[src/rtl/pci_intr_pkg.sv]
// Shared types and helpers for the PCI interrupt controller.
// The FSM state enum, the MSI vector-mask helper and the MME clamp limit live here.
package pci_intr_pkg;

   typedef enum logic [0:0] {
      IDLE,
      ISSUE
   } intr_state_t;

   // Largest Multiple Message Enable value accepted (32 vectors).
   localparam logic [2:0] MSI_MME_MAX = 3'd5;

   function automatic logic [15:0] msi_vec_mask(input logic [2:0] mme);
      logic [2:0] mme_c;
      mme_c = (mme > MSI_MME_MAX) ? MSI_MME_MAX : mme;
      return (16'd1 << mme_c) - 16'd1;
   endfunction

endpackage

[src/rtl/pci_rr_arbiter.sv]
// Combinational round-robin arbiter: the first set request at or after ptr wins.
// The search wraps at NUM_SRC.
module pci_rr_arbiter #(
   parameter int unsigned NUM_SRC   = 4,
   parameter int unsigned SRC_IDX_W = (NUM_SRC > 1) ? $clog2(NUM_SRC) : 1
) (
   input  logic [NUM_SRC-1:0]   req,
   input  logic [SRC_IDX_W-1:0] ptr,
   output logic [SRC_IDX_W-1:0] idx,
   output logic                 valid
);

   always_comb begin
      int unsigned           cand;
      logic [SRC_IDX_W-1:0]  cand_idx;
      idx      = '0;
      valid    = 1'b0;
      cand     = 0;
      cand_idx = '0;
      for (int unsigned i = 0; i < NUM_SRC; i++) begin
         cand     = (32'(ptr) + i) % NUM_SRC;
         cand_idx = SRC_IDX_W'(cand);
         if (!valid && req[cand_idx]) begin
            valid = 1'b1;
            idx   = cand_idx;
         end
      end
   end

endmodule

[src/rtl/pci_intr_ctrl.sv]
// PCI interrupt controller: edge-latched pending bits, round-robin MSI delivery or legacy INTA#.
// Define PCI_INTR_MASK_EN to add the irq_mask input that hides sources from arbitration/status.
module pci_intr_ctrl
   import pci_intr_pkg::*;
#(
   parameter int unsigned NUM_SRC   = 4,
   parameter int unsigned SRC_IDX_W = (NUM_SRC > 1) ? $clog2(NUM_SRC) : 1
) (
   input  logic               clk,
   input  logic               rst,
   input  logic [NUM_SRC-1:0] irq_src,
   input  logic [NUM_SRC-1:0] irq_clear,
   output logic [NUM_SRC-1:0] irq_pending,
`ifdef PCI_INTR_MASK_EN
   input  logic [NUM_SRC-1:0] irq_mask,
`endif
   input  logic               msi_enable,
   input  logic [2:0]         msi_multiple_message,
   input  logic [63:0]        msi_address,
   input  logic [15:0]        msi_data,
   input  logic               command_intr_disable,
   input  logic               command_bus_master,
   output logic               msi_req,
   output logic [63:0]        msi_req_addr,
   output logic [31:0]        msi_req_data,
   input  logic               msi_ack,
   input  logic               msi_err,
   output logic               intr_status,
   output logic               inta_assert
);

   intr_state_t          state_q, state_d;
   logic [NUM_SRC-1:0]   src_q;
   logic [NUM_SRC-1:0]   pending_q, pending_d;
   logic [NUM_SRC-1:0]   src_event;
   logic [NUM_SRC-1:0]   eligible;
   logic [NUM_SRC-1:0]   ack_clr;
   logic [SRC_IDX_W-1:0] ptr_q, ptr_d;
   logic [SRC_IDX_W-1:0] win_q, win_d;
   logic [SRC_IDX_W-1:0] win_next;
   logic [SRC_IDX_W-1:0] arb_idx;
   logic                 arb_valid;
   logic [63:0]          addr_q, addr_d;
   logic [31:0]          data_q, data_d;
   logic [15:0]          vmask;
   logic [15:0]          win_ext;
   logic                 intr_status_q;
   logic                 inta_q;

   assign src_event = irq_src & ~src_q;

`ifdef PCI_INTR_MASK_EN
   assign eligible = pending_q & ~irq_mask;
`else
   assign eligible = pending_q;
`endif

   pci_rr_arbiter #(
      .NUM_SRC   (NUM_SRC),
      .SRC_IDX_W (SRC_IDX_W)
   ) u_arb (
      .req   (eligible),
      .ptr   (ptr_q),
      .idx   (arb_idx),
      .valid (arb_valid)
   );

   assign vmask    = msi_vec_mask(msi_multiple_message);
   assign win_ext  = 16'(arb_idx);
   assign win_next = (win_q == SRC_IDX_W'(NUM_SRC - 1)) ? '0 : win_q + 1'b1;

   always_comb begin
      state_d = state_q;
      ptr_d   = ptr_q;
      win_d   = win_q;
      addr_d  = addr_q;
      data_d  = data_q;
      ack_clr = '0;
      case (state_q)
         IDLE: begin
            if (msi_enable && command_bus_master && arb_valid) begin
               win_d   = arb_idx;
               addr_d  = {msi_address[63:2], 2'b00};
               data_d  = {16'h0000, (msi_data & ~vmask) | (win_ext & vmask)};
               state_d = ISSUE;
            end
         end
         ISSUE: begin
            // An abort wins over a simultaneous ack so the event is retried.
            if (msi_err) begin
               ptr_d   = win_next;
               state_d = IDLE;
            end else if (msi_ack) begin
               ack_clr[win_q] = 1'b1;
               ptr_d          = win_next;
               state_d        = IDLE;
            end
         end
         default: state_d = IDLE;
      endcase
   end

   // A fresh edge always beats either form of clear in the same cycle.
   assign pending_d = (pending_q & ~(irq_clear | ack_clr)) | src_event;

   always_ff @(posedge clk) begin
      if (rst) begin
         state_q       <= IDLE;
         src_q         <= '0;
         pending_q     <= '0;
         ptr_q         <= '0;
         win_q         <= '0;
         addr_q        <= '0;
         data_q        <= '0;
         intr_status_q <= 1'b0;
         inta_q        <= 1'b0;
      end else begin
         state_q       <= state_d;
         src_q         <= irq_src;
         pending_q     <= pending_d;
         ptr_q         <= ptr_d;
         win_q         <= win_d;
         addr_q        <= addr_d;
         data_q        <= data_d;
         intr_status_q <= |eligible;
         inta_q        <= intr_status_q & ~command_intr_disable & ~msi_enable;
      end
   end

   assign irq_pending  = pending_q;
   assign msi_req      = (state_q == ISSUE);
   assign msi_req_addr = addr_q;
   assign msi_req_data = data_q;
   assign intr_status  = intr_status_q;
   assign inta_assert  = inta_q;

endmodule

[config.mk]
export PLATFORM = sky130hd
export DESIGN_NAME = pci_intr_ctrl
export DESIGN_NICKNAME = d
export VERILOG_FILES = /design/src/rtl/pci_intr_pkg.sv /design/src/rtl/pci_rr_arbiter.sv /design/src/rtl/pci_intr_ctrl.sv
export SDC_FILE = /design/constraint.sdc
export NUM_CORES = 1
export LEC_CHECK = 0
export ABC_AREA = 1
export BUFFER_PORTS_ARGS = -buffer_cell sky130_fd_sc_hd__buf_2
export CAP_MARGIN = 10
export CORE_MARGIN = 4
export CORE_UTILIZATION = 45
export DETAILED_ROUTE_END_ITERATION = 16
export GPL_TIMING_DRIVEN = 0
export HOLD_SLACK_MARGIN = 0.05
export PLACE_DENSITY = 0.79
export SLEW_MARGIN = 20
export SYNTH_ARGS = -nofsm -noshare
export SYNTH_HDL_FRONTEND = slang
export SYNTH_HIERARCHICAL = 1
export SYNTH_SLANG_ARGS = --single-unit
[constraint.sdc]
create_clock -name clk -period 4.35 [get_ports clk]
set_input_delay 1.305 -clock clk [delete_from_list [all_inputs] [get_ports clk]]
set_output_delay 1.305 -clock clk [all_outputs]
set_load 0.01 [all_outputs]
==> results of run 1 <==
==> stage by stage <==
step           cell area [µm²]  power [mW]  worst slack [ps]  util [%]  hold WS, ps
2_1_floorplan             4004       1.266              2120         -        398.4
4_1_cts                   5205       1.962              2114     62.10        427.0
5_1_grt                   5205       2.060              2035     62.10        441.8
6_report                  5205       1.943              2130     62.10        426.4
3_5_place_dp              5031       1.442              1853     60.02        408.4
3_3_place_gp              5031       1.423              1870     60.02        405.9
==> power groups by stage <==
stage | combinational [mW] | sequential (mW) | clock (mW)
6_report | 0.451 | 0.970 | 0.522
4_1_cts | 0.454 | 0.969 | 0.538
5_1_grt | 0.509 | 0.979 | 0.572
2_1_floorplan | 0.243 | 1.02 | 0
3_3_place_gp | 0.438 | 0.985 | 0
3_5_place_dp | 0.452 | 0.989 | 0
==> routing by layer <==
| layer | vias to the layer above | global-route usage, % |
|---|---|---|
| li1 | 2018 | - |
| met1 | 1754 | 23.58 |
| met2 | 162 | 35.81 |
| met3 | 12 | 4.959 |
| met4 | 0 | 6.033 |
| met5 | - | 0 |
==> sequential cells by signal, summed over array words and instances, names as in the netlist <==
| name | cells |
|---|---|
| msi_req_addr | 62 |
| msi_req_data | 16 |
| irq_pending | 4 |
| src_q | 4 |
| ptr_q | 2 |
| win_q | 2 |
| inta_assert | 1 |
| intr_status | 1 |
| msi_req | 1 |
==> worst paths after layout <==
path / endpoint / slack [ps] / depth (start not counted)
setup / recovery: irq_pending[2] / 2130 / 1
hold / removal: irq_pending[0] / 430 / 1
setup reg to reg: msi_req_data[0] / 2410 / 14
hold reg to reg: irq_pending[0] / 430 / 1
==> cell families (layout without fill, tap and decap cells) <==
kind of cell | Yosys count | count (layout) | share of synthesized area (%)
simple gates | 243 | 243 | 26.06
other cells | 2 | 20 | 0.1908
buf+inv | 78 | 273 | 11.79
flops | 93 | 93 | 47.30
compound gates | 98 | 98 | 12.75
fa+ha+maj | 6 | 6 | 1.907
==> Yosys cell counts, types with 2 or more instances <==
cell type | n | share of area [%]
nor2_1 | 164 | 16
dfxtp_1 | 93 | 47
o21ai_0 | 78 | 9.9
nand2_1 | 37 | 3.5
inv_1 | 29 | 2.8
buf_4 | 19 | 3.6
nand3_1 | 19 | 2.4
a21oi_1 | 14 | 1.8
buf_2 | 14 | 1.8
buf_6 | 11 | 3.1
nand2_2 | 11 | 1.7
ha_1 | 6 | 1.9
inv_2 | 3 | 0.29
nand2_4 | 3 | 0.86
nand3_2 | 3 | 0.76
o31ai_1 | 3 | 0.57
clkbuf_1 | 2 | 0.19
conb_1 | 2 | 0.19
nand3b_1 | 2 | 0.38
o21ai_1 | 2 | 0.25
==> cell type report <==
type / count / share of cell area [%]
Tap cell: 105 / 2.524
Timing Repair Buffer: 179 / 17.21
Clock inverter: 6 / 0.8894
Clock buffer: 10 / 2.452
Buffer: 46 / 6.611
Multi-Input combinational cell: 367 / 32.24
Sequential cell: 93 / 35.77
Inverter: 32 / 2.308
==> results.py, run 1 <==
metrics = {
    "sta": {
        "finalCriticalPeriod_ps": 2220,
        "max_freq_mhz": 450.4,
        "fin_setup_tns_ps": 0,
        "hold_violations": 0,
        "setup_violations": 0,
        "finalCritPeriodShare_pct": 51.04,
        "rsz0062_at_grt": "no",
        "fin_skew_ps": 9.345,
        "slew_viol_final": 0,
    },
    "synthesis": {
        "async_flop_share_pct": 0,
        "ys.warnings.count": 6,
        "synthFlopType": "dfxtp_1",
        "ys_ff_latch": 93,
        "ys_types": 25,
        "synth_edf_count": 0,
        "netlist_instances": 520,
        "ys_seq_area_share_pct": 47.30,
        "avgSynthCellArea_um2": 7.570,
        "synth_area_mm2": 0.003936,
    },
    "clock_tree": {
        "insertion_delay_ps": 350,
        "cts_resized": 0,
        "path_clk_slew_ps": 90,
        "clockRootBuffer": "clkbuf_8",
        "numCtsBuffers": 9,
        "holdBufCountCts": 0,
        "ctsLongestPathBuffers": 2,
        "postCtsSetupRepairBufs": 0,
        "cts_sinks": 93,
        "cts_tree": "done",
        "htree_levels": 3,
    },
    "job": {
        "maxCapViolCount": 0,
    },
    "critical_path": {
        "critical_path.cell_chain": "buf_2",
        "crit_path_start": "irq_pending[2]",
        "path_delay_family": "flip-flops",
        "critical_path_arrival_ps": 920,
        "cp_slowest_stage_delay_ps": 400,
        "timing_worst_setup_path_type": "reg -> out",
        "path_buf_inv": 1,
        "cp_slowest_cell": "dfxtp_1",
        "path_max_fanout": 4,
        "crit_path_end_kind": "output port",
        "r2r_start": "ptr_q[0]",
        "required_ps": 3040,
        "start_kind": "flip-flop",
    },
    "route": {
        "vias": 3946,
        "wl_per_cell_um": 12.80,
        "wl_met1_um": 4442,
        "drt_iter0_markers": 57,
        "detail-route-antenna-nets": 0,
        "highest_layer": "met4",
        "dr_wl_met2_um": 5233,
        "drt-pass1-iter-count": 4,
        "wirelength_um": 10730,
        "met3_length_um": 942,
        "viasPerCell": 4.709,
        "route.detailed.drc": 0,
    },
    "layout": {
        "layout.nets": 832,
        "final_cell_mix": "buf_2, nor2_1, dfxtp_1",
        "fill_cells": 792,
        "mostFrequentLayoutCell": "buf_2",
        "seq_area_mm2": 0.001862,
        "final_cells": 838,
        "num_antenna_cells": 0,
        "area_growth_pct": 32.23,
        "multi_input_area_mm2": 0.001678,
        "drive_gt1_share_pct": 35.47,
    },
    "global_routing": {
        "grt_remaining_overflow": 0,
        "antenna_found_initial": 0,
        "gr-usage-all-layers_pct": 20.03,
        "grt_pass1_vias": 3825,
        "grt_max_degree": 17,
        "grt_pass1_wl_um": 16810,
    },
    "floorplan": {
        "dieArea_mm2": 0.01031,
        "die_h_um": 101.5,
        "rows": 33,
        "core_mm2": 0.008382,
        "initial_core_util_pct": 46.96,
        "die_x_um": 101.5,
        "pin_count": 201,
    },
    "pwr": {
        "power_density_mw_per_mm2": 373.2,
        "ir_drop_mv": 0.2354,
        "p_int_mw": 1.335,
        "seqPwrFrac_pct": 49.9,
        "power_frac_comb_pct": 23.2,
        "switching_power_uw": 607.6,
        "p_clk_share_pct": 26.9,
        "p_leak_nw": 2.687,
        "switching_share_pct": 31.28,
    },
    "status": {
        "status": "finished, final reports clean",
    },
    "placement": {
        "dp_hpwl_um": 8575,
        "dpl.cell_count": 822,
        "gp_congestion": 0.8291,
        "io_buffer_count": 179,
    },
    "worst_hold_path": {
        "hp-class": "reg -> reg",
        "hp-start": "src_q[0]",
    },
}
Power figures use the tool's default switching activity.
==> run 2: changes to the inputs <==
clock period = 2.1 ns   (was 4.35 ns; I/O delays follow)
==> run 2 against run 1 <==
Effect of this change:
- via count did not move
- count of clock-buffer cells in the layout stayed put
- global-route usage unchanged
- sequential power up 110%
- clock power rose by 110%
- die area stayed put
- total power rose by 110%
- clock skew barely moved
- setup slack lost 2000 ps
- largest power group unchanged
==> results.py, run 2 (synthesis gave the netlist of run 1 again) <==
metrics = {
    "layout": {
        "num_antenna_cells": 0,
        "final_cells": 838,
        "finish.instance_area_mm2": 0.005209,
        "largest_register_ffs": 62,
        "multi_input_area_mm2": 0.001678,
        "seq_area_mm2": 0.001862,
        "area_growth_pct": 32.33,
        "final_cell_mix": "buf_2, nor2_1, dfxtp_1",
        "final_util_pct": 62.14,
        "fill_cells": 792,
        "layout.nets": 832,
        "drive_gt1_share_pct": 35.61,
        "mostFrequentLayoutCell": "buf_2",
    },
    "clock_tree": {
        "htree_levels": 3,
        "clockRootBuffer": "clkbuf_8",
        "cts_sinks": 93,
        "cts_tree": "done",
        "insertion_delay_ps": 350,
        "holdBufCountCts": 0,
        "ctsLongestPathBuffers": 2,
        "path_clk_slew_ps": 100,
        "numCtsBuffers": 9,
    },
    "route": {
        "detail-route-antenna-nets": 0,
        "vias": 3946,
        "viasPerCell": 4.709,
        "wl_per_cell_um": 12.81,
        "wirelength_um": 10730,
        "drt_iter0_markers": 57,
        "route.detailed.drc": 0,
        "drt-pass1-iter-count": 4,
    },
    "floorplan": {
        "die_h_um": 101.5,
        "rows": 33,
        "pin_count": 201,
        "dieArea_mm2": 0.01031,
        "die_x_um": 101.5,
        "core_mm2": 0.008382,
        "initial_core_util_pct": 46.96,
    },
    "global_routing": {
        "gr-usage-all-layers_pct": 20.03,
        "grt_max_degree": 17,
        "grt_pass1_vias": 3825,
        "grt_remaining_overflow": 0,
        "grt_pass1_wl_um": 16810,
        "antenna_found_initial": 0,
    },
    "sta": {
        "slew_viol_final": 0,
        "fin_setup_tns_ps": 0,
        "finalCritPeriodShare_pct": 91.89,
        "hold_violations": 0,
        "rsz0062_at_grt": "no",
        "setup_violations": 0,
        "fin_skew_ps": 9.347,
        "max_freq_mhz": 518.2,
        "finalCriticalPeriod_ps": 1930,
        "setup_slack_ps": 170.4,
    },
    "job": {
        "maxCapViolCount": 0,
    },
    "critical_path": {
        "timing_worst_setup_path_type": "reg -> reg",
        "crit_path_end_kind": "flip-flop",
        "rrSetupSlack_ps": 170,
        "path_max_fanout": 10,
        "reg2reg_depth": 14,
        "start_kind": "flip-flop",
        "required_ps": 2380,
        "critical_path_arrival_ps": 2210,
    },
    "placement": {
        "place_ws_ps": 171.7,
        "io_buffer_count": 179,
        "placed_area_mm2": 0.005031,
        "gp_congestion": 0.8291,
        "dpl.cell_count": 822,
        "dp_hpwl_um": 8575,
    },
    "pwr": {
        "ir_drop_mv": 0.4876,
        "power_density_mw_per_mm2": 772.8,
        "p_leak_nw": 2.689,
    },
    "worst_hold_path": {
        "hp-class": "reg -> reg",
        "min_path_cells": 1,
    },
    "status": {
        "status": "finished, final reports clean",
    },
}
-- run 2: changes by cell type in the layout (fill, tap and decap cells not counted), sizes merged --
| cell | before | now |
|---|---|---|
| buf | 223 | 222 |
| clkbuf | 12 | 13 |
-- run 2: where the power goes --
part / leakage [nW] / switching (mW) / internal, mW
logic: 1.84 / 0.535 / 0.401
registers: 0.764 / 0.0824 / 1.93
clock network: 0.0833 / 0.641 / 0.440
-- run 2: layout make-up --
cell class,count,share of cell area [%]
tap,105,2.522
sequential,93,35.74
timing repair buffer,179,17.20
clock inverter,6,0.8888
multi-input combinational,367,32.21
clock buffer,10,2.450
inverter,32,2.306
buffer,46,6.678
-- run 2: worst paths after layout --
check | endpoint | start
hold reg to reg | irq_pending[0] | src_q[0]
setup / recovery | msi_req_addr[62] | ptr_q[0]
setup reg to reg | msi_req_addr[62] | ptr_q[0]
hold / removal | irq_pending[0] | src_q[0]
-- run 2: critical path, cell delays in order (launching register included) --
cell	delay, ps
dfxtp_1	390
buf_6	170
nand2_1	90
nand2_4	110
nand2_1	70
o21ai_1	110
nand3b_1	140
nand2_1	50
inv_1	60
nand2_2	70
inv_2	130
buf_6	160
buf_6	140
nor2_1	50
nor2_1	120
-- run 2: repair_timing --
action,4_1_cts,5_1_grt
setup endpoints to repair,0,10
hold endpoints to repair,0,0
buffers inserted,0,0
resized for setup,0,3
-- run 2: per-stage QoR --
step / hold slack (ps) / power, mW
after detailed placement: 408.4 / 2.986
final: 426.4 / 4.025
after floorplan: 398.4 / 2.623
after global placement: 405.9 / 2.948
after global routing: 430.7 / 4.268
after CTS: 422.4 / 4.064
-- run 2: layer usage --
metal	GRT usage, %	part of all wire, %	wire length (µm)
met2	35.81	49	5236
met3	4.959	8.8	941
met4	6.033	1.0	111
met1	23.58	41	4444
met5	0	0	0
==> run 3: changes to the inputs <==
ABC_AREA = unset   (was 1)
CORE_UTILIZATION = 44   (was 45)
==> run 3 against run 2 <==
Effect of this change:
- design area down 5.1%
- largest cell class unchanged
- sequential cell count is the same
- area after synthesis is 7.6% lower
- routed wire length down 5.2%
- sequential share of layout area grew 1.9 points
- via count down 9.0%
- highest routed layer unchanged
==> results.py, run 3 <==
metrics = {
    "status": {
        "status": "finished, final reports clean",
    },
    "clock_tree": {
        "ctsLongestPathBuffers": 2,
        "htree_levels": 3,
        "postCtsSetupRepairBufs": 0,
        "clockRootBuffer": "clkbuf_8",
        "cts_resized": 0,
        "cts_tree": "done",
        "path_clk_slew_ps": 90,
        "insertion_delay_ps": 340,
        "numCtsBuffers": 9,
        "cts_sinks": 93,
        "holdBufCountCts": 0,
    },
    "synthesis": {
        "synthSimpleGateAreaFrac_pct": 22.25,
        "yosysTopAreaCell": "dfxtp_1",
        "yosysMostFrequentCell": "nand2_1",
        "synth.area.top_cells": "dfxtp_1, nand2_1, a21oi_1, buf_4, ha_1",
        "avgSynthCellArea_um2": 8.195,
        "synth_top_family_by_area": "simple AND/OR/NAND/NOR gates",
        "ys_seq_area_share_pct": 51.17,
        "ys_ff_latch": 93,
        "synth_fa_ha_area_share_pct": 2.063,
        "ys.warnings.count": 6,
        "ys_types": 33,
        "netlist_instances": 444,
        "synth_top_area_share_pct": 51.17,
        "synth_compound_area_share_pct": 14.13,
        "synthXorXnorAreaFrac_pct": 0.2407,
        "synth_common_cells": "nand2_1, dfxtp_1, a21oi_1",
        "muxShareOfSynthArea_pct": 0.8253,
        "synth_area_mm2": 0.003638,
        "async_flop_share_pct": 0,
        "synth_edf_count": 0,
        "synthFlopType": "dfxtp_1",
    },
    "pwr": {
        "power_density_mw_per_mm2": 742.1,
        "p_leak_nw": 2.347,
        "p_int_mw": 2.708,
        "ir_drop_mv": 0.5717,
        "seqPwrFrac_pct": 51.7,
        "switching_power_uw": 961.9,
        "switching_share_pct": 26.21,
        "power_frac_comb_pct": 14.8,
        "p_clk_share_pct": 33.4,
    },
    "layout": {
        "num_antenna_cells": 0,
        "mostFrequentLayoutCell": "buf_2",
        "largest_register_ffs": 62,
        "layout.nets": 757,
        "final_cell_mix": "buf_2, nand2_1, dfxtp_1",
        "drive_gt1_share_pct": 36.02,
        "final_util_pct": 62.69,
        "fill_cells": 706,
        "area_growth_pct": 35.90,
        "final_cells": 760,
    },
    "floorplan": {
        "die_x_um": 98.94,
        "core_mm2": 0.007888,
        "die_h_um": 98.94,
        "dieArea_mm2": 0.009788,
        "rows": 32,
        "pin_count": 201,
        "initial_core_util_pct": 46.13,
    },
    "global_routing": {
        "grt_pass1_wl_um": 16240,
        "grt_pass1_vias": 3561,
        "antenna_found_initial": 0,
        "grt_max_degree": 16,
        "gr-usage-all-layers_pct": 20.15,
        "grt_remaining_overflow": 0,
    },
    "sta": {
        "rsz0062_at_grt": "no",
        "setup_violations": 0,
        "hold_violations": 0,
        "finalCriticalPeriod_ps": 1635,
        "slew_viol_final": 0,
        "timing.hold.ws_ps": 441.0,
        "fin_setup_tns_ps": 0,
        "fin_skew_ps": 11.33,
        "finalCritPeriodShare_pct": 77.87,
        "max_freq_mhz": 611.5,
    },
    "route": {
        "wirelength_um": 10180,
        "route.detailed.drc": 0,
        "viasPerCell": 4.725,
        "wl_per_cell_um": 13.40,
        "vias": 3591,
        "drt-pass1-iter-count": 4,
        "detail-route-antenna-nets": 0,
        "drt_iter0_markers": 73,
    },
    "critical_path": {
        "crit_path_start": "msi_req",
        "cp_slowest_cell": "dfxtp_1",
        "path_delay_family": "flip-flops",
        "required_ps": 1470,
        "critical_path.cell_chain": "buf_2",
        "timing_worst_setup_path_type": "reg -> out",
        "r2r_start": "irq_pending[0]",
        "cp_slowest_stage_delay_ps": 470,
        "rrSetupSlack_ps": 490,
        "path_max_fanout": 9,
        "path_buf_inv": 1,
        "start_kind": "flip-flop",
        "critical_path_arrival_ps": 1010,
        "crit_path_end_kind": "output port",
    },
    "placement": {
        "dp_hpwl_um": 8088,
        "gp_congestion": 0.8117,
        "io_buffer_count": 180,
        "dpl.cell_count": 744,
    },
    "job": {
        "maxCapViolCount": 0,
    },
    "worst_hold_path": {
        "hp-start": "command_intr_disable",
        "hp-class": "in -> reg",
    },
}
==> run 3: cell types whose count changed after synthesis, moves of 5 or more <==
| cell | delta |
|---|---|
| nor2_1 | -153 |
| buf_6 | -9 |
| buf_2 | -7 |
| nand3_1 | -13 |
| a21oi_1 | +70 |
| o21ai_0 | -75 |
| inv_1 | -20 |
| nand2_2 | -11 |
| buf_4 | +8 |
| nand2_1 | +112 |
| clkbuf_1 | +5 |
==> run 3: worst paths after layout <==
check                                       end  cells past startpoint
worst min-delay path                inta_assert                      2
worst max-delay path                    msi_req                      1
worst min register to register  msi_req_addr[4]                      2
worst max register to register  msi_req_data[8]                      7
==> run 3: layer usage <==
| metal | track usage, % | routed length [µm] |
|---|---|---|
| met1 | 22.65 | 4091 |
| met3 | 6.157 | 774 |
| met2 | 36.98 | 5181 |
| met4 | 4.832 | 134 |
| met5 | 0 | 0 |
==> run 3: power by group through the flow <==
stage / clock network, mW / registers [mW] / logic, mW
after floorplan: 0 / 1.97 / 0.266
after detailed placement: 0 / 1.94 / 0.545
after CTS: 1.25 / 1.90 / 0.547
final: 1.23 / 1.90 / 0.543
after global routing: 1.33 / 1.91 / 0.604
after global placement: 0 / 1.94 / 0.531
==> run 3: per-stage QoR <==
step	area (µm²)	total power, mW	setup slack (ps)
floorplan	3706	2.239	378.1
finish	4945	3.669	464.8
CTS	4945	3.699	460.0
global placement	4735	2.466	203.7
detailed placement	4735	2.485	176.3
global route	4945	3.840	311.5
==> run 3: cell type report <==
cell class	count	area, µm²	area share (%)
plain buffers	45	294.0	5.946
clock buffers	11	151.4	3.062
repair buffers	180	900.9	18.22
multi-input cells	314	1513	30.59
inverters	10	37.54	0.7591
clock inverters	5	58.81	1.189
flip-flops and latches	93	1862	37.65
well taps	102	127.6	2.581
==> run 3: logic make-up after synthesis <==
logic type / Yosys count
muxes: 3
DFF: 93
other: 2
and+or+nand+nor: 189
xor gates and xnor gates: 1
AOI/OAI and AO/OA: 95
adders and majority gates: 6
buffers and inverters: 55
